### src/rtl/wrr_arbiter.sv
// Weighted round-robin arbiter.
// One shared resource, CLIENTS requesters. A client holds the grant for up to
// its weight in non-stalled cycles, then the grant rotates to the next
// requester after it. Grant, grant_valid and grant_id are registered.
//
// Handshake: request[i] is a level that client i holds high while it wants the
// resource. grant[i] high means client i owns the resource this cycle. Every
// cycle with stall low, grant[o] high and request[o] high uses one unit of the
// owner's burst. While stall is high nothing moves: no burst is used, no grant
// changes and the pointer holds.
//
// The dbg_* outputs show the internal state (FSM state, round-robin pointer and
// burst counter). They carry no function.
module wrr_arbiter #(
   parameter int CLIENTS  = 8,
   parameter int WEIGHT_W = 4,
   parameter int IDX_W    = $clog2(CLIENTS)
) (
   input  logic                         clock,
   input  logic                         reset,
   input  logic [CLIENTS-1:0]           request,
   input  logic [CLIENTS*WEIGHT_W-1:0]  weight,
   input  logic                         stall,
   output logic [CLIENTS-1:0]           grant,
   output logic                         grant_valid,
   output logic [IDX_W-1:0]             grant_id,
   output logic                         dbg_owned,
   output logic [IDX_W-1:0]             dbg_ptr,
   output logic [WEIGHT_W-1:0]          dbg_cnt
);

   typedef enum logic {
      IDLE  = 1'b0,
      OWNED = 1'b1
   } state_t;

   // Used to wrap ptr+k modulo CLIENTS. This also works when CLIENTS is not a power of two.
   localparam logic [IDX_W:0]    CLIENTS_X = (IDX_W+1)'(CLIENTS);
   localparam logic [IDX_W-1:0]  LAST_IDX  = (IDX_W)'(CLIENTS - 1);
   localparam logic [WEIGHT_W-1:0] CNT_ONE = (WEIGHT_W)'(1);

   state_t               state;
   logic [IDX_W-1:0]     ptr;
   logic [WEIGHT_W-1:0]  cnt;

   // Per-client weight fields, unpacked from the flat bus.
   logic [WEIGHT_W-1:0]  wt [CLIENTS];

   // Arbitration signals for the current cycle.
   logic [IDX_W-1:0]     next_ptr;   // pointer the owner leaves behind on release
   logic [IDX_W-1:0]     arb_ptr;    // starting point of this cycle's search
   logic                 keep;       // owner keeps the grant and uses one unit
   logic [IDX_W:0]       cand;
   logic [IDX_W-1:0]     win;
   logic                 found;
   logic [WEIGHT_W-1:0]  wt_win;
   logic [WEIGHT_W-1:0]  win_load;
   logic [CLIENTS-1:0]   win_onehot;

   for (genvar gi = 0; gi < CLIENTS; gi++) begin : g_wt
      assign wt[gi] = weight[gi*WEIGHT_W +: WEIGHT_W];
   end

   assign dbg_owned = (state == OWNED);
   assign dbg_ptr   = ptr;
   assign dbg_cnt   = cnt;

   // Release and search-start decision for the current owner.
   always_comb begin
      next_ptr = (grant_id == LAST_IDX) ? '0 : grant_id + (IDX_W)'(1);
      keep     = (state == OWNED) && request[grant_id] && (cnt > CNT_ONE);
      // On release, the search starts just past the owner in the same cycle.
      // That is why there is no idle bubble between two owners.
      arb_ptr  = (state == OWNED) ? next_ptr : ptr;
   end

   // Round-robin search: find the first request at or after arb_ptr, wrapping around.
   always_comb begin
      cand  = '0;
      win   = '0;
      found = 1'b0;
      for (int k = 0; k < CLIENTS; k++) begin
         cand = {1'b0, arb_ptr} + (IDX_W+1)'(k);
         if (cand >= CLIENTS_X) begin
            cand = cand - CLIENTS_X;
         end
         if (!found && request[cand[IDX_W-1:0]]) begin
            found = 1'b1;
            win   = cand[IDX_W-1:0];
         end
      end
   end

   // Winner burst load and one-hot grant. A weight of zero counts as one so
   // that cnt never underflows.
   always_comb begin
      wt_win          = wt[win];
      win_load        = (wt_win == '0) ? CNT_ONE : wt_win;
      win_onehot      = '0;
      win_onehot[win] = 1'b1;
   end

   // Arbiter FSM: grant ownership, burst accounting and pointer rotation.
   // The whole FSM is frozen while stall is high.
   always_ff @(posedge clock or posedge reset) begin
      if (reset) begin
         state       <= IDLE;
         ptr         <= '0;
         cnt         <= '0;
         grant       <= '0;
         grant_valid <= 1'b0;
         grant_id    <= '0;
      end else if (!stall) begin
         case (state)
            IDLE: begin
               if (found) begin
                  grant       <= win_onehot;
                  grant_valid <= 1'b1;
                  grant_id    <= win;
                  cnt         <= win_load;
                  state       <= OWNED;
               end
            end
            OWNED: begin
               if (keep) begin
                  cnt <= cnt - CNT_ONE;
               end else begin
                  ptr <= next_ptr;
                  if (found) begin
                     grant       <= win_onehot;
                     grant_valid <= 1'b1;
                     grant_id    <= win;
                     cnt         <= win_load;
                  end else begin
                     grant       <= '0;
                     grant_valid <= 1'b0;
                     grant_id    <= '0;
                     state       <= IDLE;
                  end
               end
            end
         endcase
      end
   end

endmodule

### config.mk
export PLATFORM = sky130hd
export DESIGN_NAME = wrr_arbiter
export DESIGN_NICKNAME = d
export VERILOG_FILES = /design/src/rtl/wrr_arbiter.sv
export SDC_FILE = /design/constraint.sdc
export NUM_CORES = 1
export LEC_CHECK = 0
export BUFFER_PORTS_ARGS = -buffer_cell sky130_fd_sc_hd__buf_2
export CORE_MARGIN = 2
export CORE_UTILIZATION = 30
export CTS_CLUSTER_SIZE = 30
export DETAILED_ROUTE_END_ITERATION = 12
export PLACE_DENSITY = 0.56
export SYNTH_ARGS = -nofsm -noshare
export SYNTH_HDL_FRONTEND = slang
export SYNTH_SLANG_ARGS = --single-unit
### constraint.sdc
create_clock -name clock -period 4.5 [get_ports clock]
set_input_delay 0 -clock clock [delete_from_list [all_inputs] [get_ports clock]]
set_output_delay 0 -clock clock [all_outputs]
set_load 0.005 [all_outputs]
# [After elaboration in Yosys (flattened, before gate mapping)]
# Cells that the tools add are included.
[totals] regBits=20 elab_cells=138 out_inout_bits=20 inputBits=43
[classes] n_lt_le_gt_ge=21 add_sub_neg=17 n_reduce_logical=20 bitwise_logic=4 mux=67 eq_ne=3
[ops] cell="$mux W3" count=21
[ops] cell="$lt A3 B4 Y1 const B" count=10
[ops] cell="$ge A4 B4 Y1 const B" count=8
[ops] cell="$bmux W1 S3" count=9
[ops] cell="$mux W8" count=3
[ops] cell="$sub A3 B1 Y3 const B" count=8
[ops] cell="$mux W1" count=22
[ops] cell="$mux W4" count=5
[ops] cell="$add A3 B3 Y4 const B" count=4
[ops] cell="$pmux W8 S2" count=1
[ops] cell="$bmux W4 S3" count=1
[ops] cell="$logic_and A1 B1 Y1" count=10
[ops] cell="$add A3 B2 Y4 const B" count=2
[ops] cell="$pmux W4 S2" count=1
[ops] cell="$logic_not A1 Y1" count=7
[ops] cell="$pmux W3 S2" count=1
[ops] cell="$reduce_and A3 Y1" count=2
[ops] cell="$add A3 B1 Y4 const B" count=1
[ops] cell="$ge A3 B4 Y1 const B" count=1
[ops] cell="$gt A4 B1 Y1 const B" count=1
[ops] cell="$logic_not A4 Y1" count=1
[ops] cell="$ne A2 B2 Y1 const B" count=2
[ops] cell="$not A3 Y4" count=1
[ops] cell="$pmux W1 S2" count=2
[ops] cell="6 further kinds" count=8

# [Depth between registers and ports, before layout]
[depth] depth_word=38 ltp_mapped=19 mapped_depth_nobuf=16

# [Worst setup path after synthesis]
# No wires, ideal clock.
[synth_path] kind="register -> register" from="reg grant_id[0]" to="reg cnt[2] (netlist: dbg_cnt[2])" path_stages_with_launch=16 arrival_time_ps=4206 setup_time_ps=119 setup_slack_ps=175 path_buffers=1 path_cell_list="dfrtp_1 > ha_1 > ha_1 > nor3b_4 > nor2_4 > buf_4 > ha_1 > inv_1 > mux4_2 > a32o_1 > a311o_2 > nand3_4 > mux2_2 > o211ai_2 > nand4_1 > o21a_1"
[synth_via] elab_chain_len=38 elab_cells_between_ends=94 cone_classes="16 x add/sub; 8 x order compare; 1 x eq/ne; 51 x mux; 1 x bitwise; 17 x reduce/logical"
[synth_rtl] item="start: declaration" line_no="26" rtl="output logic [IDX_W-1:0] grant_id,"
[synth_rtl] item="start signal: assignment" line_no="119" rtl="grant_id <= win;"
[synth_rtl] item="start signal: assignment" line_no="132" rtl="grant_id <= win;"
[synth_rtl] item="parallel branches: the longest is 37 deep, another holds $add A3 B1 Y4"
[synth_rtl] item="$pmux W4 S2 (*)" line_no="114" rtl="case (state)"
[synth_rtl] item="end signal: assignment" line_no="120" rtl="cnt <= win_load;"
[synth_rtl] item="end signal: assignment" line_no="126" rtl="cnt <= cnt - CNT_ONE;"
[synth_rtl] item="end signal: assignment" line_no="133" rtl="cnt <= win_load;"
[synth_rtl] item="end: declaration" line_no="44" rtl="logic [WEIGHT_W-1:0] cnt;"
# Mark *: on every way between the ends. The select of a mux whose other input is x is not followed.
# A chain may end at the register's enable or synchronous reset.

# [Final worst setup path]
[layout_path] from="reg grant_id[0]" to="reg cnt[0] (netlist: dbg_cnt[0])"
# Same word-level chain as after synthesis.

==> results.ini <==
[clocking]
cts.clk_slew.worst_paths_ns = 0.08
clk-insertion-delay-late_ns = 0.26
clkSinkCount = 20
cts.htree.levels = 1
tritoncts_clock_tree = done
clock_tree.root_cell = clkbuf_8
cts_made_buffers = 3
cts_max_path_buffers = 2

[drt]
drt_pre_antenna_iters = 5
drt-vias-per-instance = 5.707
final_antenna_net_count = 0
routed_wl_mm = 7.663
first_iteration_detailed_routing_drc_count = 101
dr_total_vias = 2591
drc = 0
post_drt_wl_per_cell_um = 16.88

[floorplan]
core_region_area_um2 = 8175
rows = 33
boundaryPins = 63
die_h_um = 95.47
floorplan.initialDensity_pct = 30.70
die-width_um = 95.47
fp.dieArea_um2 = 9114

[min_path]
min-delay-path-class = input pin to register

[sta]
timing.final.hold_violations = 0
grt_setup_unrepaired = no
totalNegativeSetupSlack_ns = 0
max_clock_freq_ghz = 0.2385
finalSetupViolCount = 0
skew_ns = 0.005031
timing_worst_slew_pin_value_ns = 0.7827
final_period_minus_worst_setup_slack_ns = 4.193
timing.max_slew.rel_slack_pct = 47.76
timing.final.crit_share_pct = 93.18
final_max_slew_viol_count = 0

[logic_synthesis]
async_reset_ff_share_pct = 100.0
synthMostInstantiatedCell = nand2_1
synth_area_um2 = 2510
synth_top_flop_cell = dfrtp_1
yosys.cell_types.count = 57
synth_enable_flop_cells = 0
synth_top_area_share_pct = 19.94
synth.net_count = 326
yosys-top-cells-count = nand2_1 (34), mux2i_1 (22), dfrtp_1 (20)
post-synth-top-area-cell = dfrtp_1
synth_sequential_area_ratio_pct = 19.94
synth_area_per_cell_um2 = 9.061
synth_seq_cells = 20
netlist_instances = 277
yosys_warnings = 0
netlist_top_cells_area = dfrtp_1 (20%), mux4_2 (12%), mux2i_1 (8.8%)

[global_routing]
maximum_number_of_pins_on_one_net_before_global_route_repair = 21
grt-ovfl-total = 0
grt_usage_pct = 16.92
antenna_found_initial = 0
grt_pass1_vias = 2518
wire_length_of_the_first_global_routing_pass_mm = 12.32

[run]
drv.max_cap_violation_count = 0

[setup_path]
criticalPathCategory = register to register
cp-start-kind = register
critical_path.endpoint_type = register
crit_arrival_ns = 4.38
worst-path-max-fanout = 12
critPathRequiredTime_ns = 4.69

[placement]
port_buffers = 62
place.gp.congestion = 0.8863
dp_hpwl_mm = 6.086

[finish]
num-fill-cells = 874
layout.nets = 399
syn2layout_area_growth_pct = 23.48
final_layout_size_suffix_gt1_share_pct = 35.82
antenna_cells = 0

[outcome]
run_status = finished clean

[registers in the layout, indices dropped and copies added, names as in the netlist]
register	count
dbg_owned	1
dbg_cnt	4
grant_id	3
grant_valid	1
dbg_ptr	3
grant	8
[path summary, 6_finish.rpt]
kind                                  start           to  slack, ns  depth (start not counted)
worst min register to register  grant_valid  grant_valid       0.50                          2
worst min-delay path                  stall   dbg_cnt[2]       0.07                          2
max in group asynchronous             reset    dbg_owned       3.59                          3
worst max-delay path            grant_id[0]   dbg_cnt[0]       0.31                         15
min in group asynchronous             reset     grant[0]       0.42                          3
worst max register to register  grant_id[0]   dbg_cnt[0]       0.31                         15
[critical path: stages (launching register included)]
cell      delay [ns]
dfrtp_1         0.39
ha_1            0.20
ha_1            0.23
nor3b_4         0.30
nor2_4          0.09
inv_4           0.16
mux2_2          0.39
mux4_2          0.54
nor4_4          0.28
buf_4           0.18
and4b_1         0.26
nor2_1          0.16
or3_1           0.35
a311oi_1        0.30
o211ai_1        0.14
a21oi_1         0.16
[cells by family after synthesis]
logic type | count (synthesis) | share of synthesized area, %
DFF | 20 | 19.94
muxes | 47 | 26.42
xor gates and xnor gates | 4 | 1.396
adders and majority gates | 6 | 2.991
and+or+nand+nor | 101 | 21.68
AOI/OAI and AO/OA | 75 | 22.63
buffers and inverters | 24 | 4.935
[stage by stage]
| step | setup WS, ns | instances | utilization (%) | instance area, µm² | hold slack, ns |
|---|---|---|---|---|---|
| 6_report | 0.3071 | 454 | 37.91 | 3099 | 0.07377 |
| 3_3_place_gp | 0.2270 | 446 | 36.56 | 2989 | 0.1815 |
| 2_1_floorplan | 0.1747 | 277 | - | 2510 | -0.03617 |
| 3_5_place_dp | 0.1378 | 446 | 36.56 | 2989 | 0.1816 |
| 5_1_grt | 0.05114 | 454 | 37.91 | 3099 | 0.1012 |
| 4_1_cts | 0.1050 | 451 | 37.56 | 3070 | 0.07127 |
[timing repair]
action                                 in CTS  in global routing
buffers inserted                            0                  3
endpoints found under the hold margin      20                  0
resized for setup                           0                  3
setup endpoints to repair                   0                  8
hold buffers                                1                  0
[cell usage in the layout (no fill, tap or decap), types with 5 or more instances in the layout]
master,n
mux4_2,13
buf_2,62
buf_4,19
nor3_1,5
mux2i_1,22
o21ai_0,19
o211ai_1,9
mux2_2,10
nor2_1,15
a311oi_1,5
nand2_1,34
nand4_1,10
inv_1,7
a21oi_1,11
dfrtp_1,20
ha_1,6
nand3_1,9
[routing by layer]
| metal | share of wire [%] | wire, µm | global-route usage (%) | vias up |
|---|---|---|---|---|
| met5 | 0 | 0 | 0 | - |
| met4 | 2.4 | 186 | 5.119 | 0 |
| met3 | 5.5 | 424 | 1.739 | 17 |
| met2 | 46 | 3560 | 27.82 | 101 |
| met1 | 46 | 3491 | 23.41 | 1228 |
| li1 | - | - | - | 1245 |
[cell type report]
cell class	instances	area, µm²	share of cell area, %
Clock buffer	3	41.29	1.332
Multi-Input combinational cell	233	1886	60.84
Tap cell	105	131.4	4.239
Sequential cell	20	500.5	16.15
Inverter	9	36.28	1.171
Timing Repair Buffer	83	474.2	15.30
Clock inverter	1	30.03	0.9689
Power is left out: the tool's default activity adds up to more than one toggle a clock period on the data nets, which glitch-free logic cannot reach.
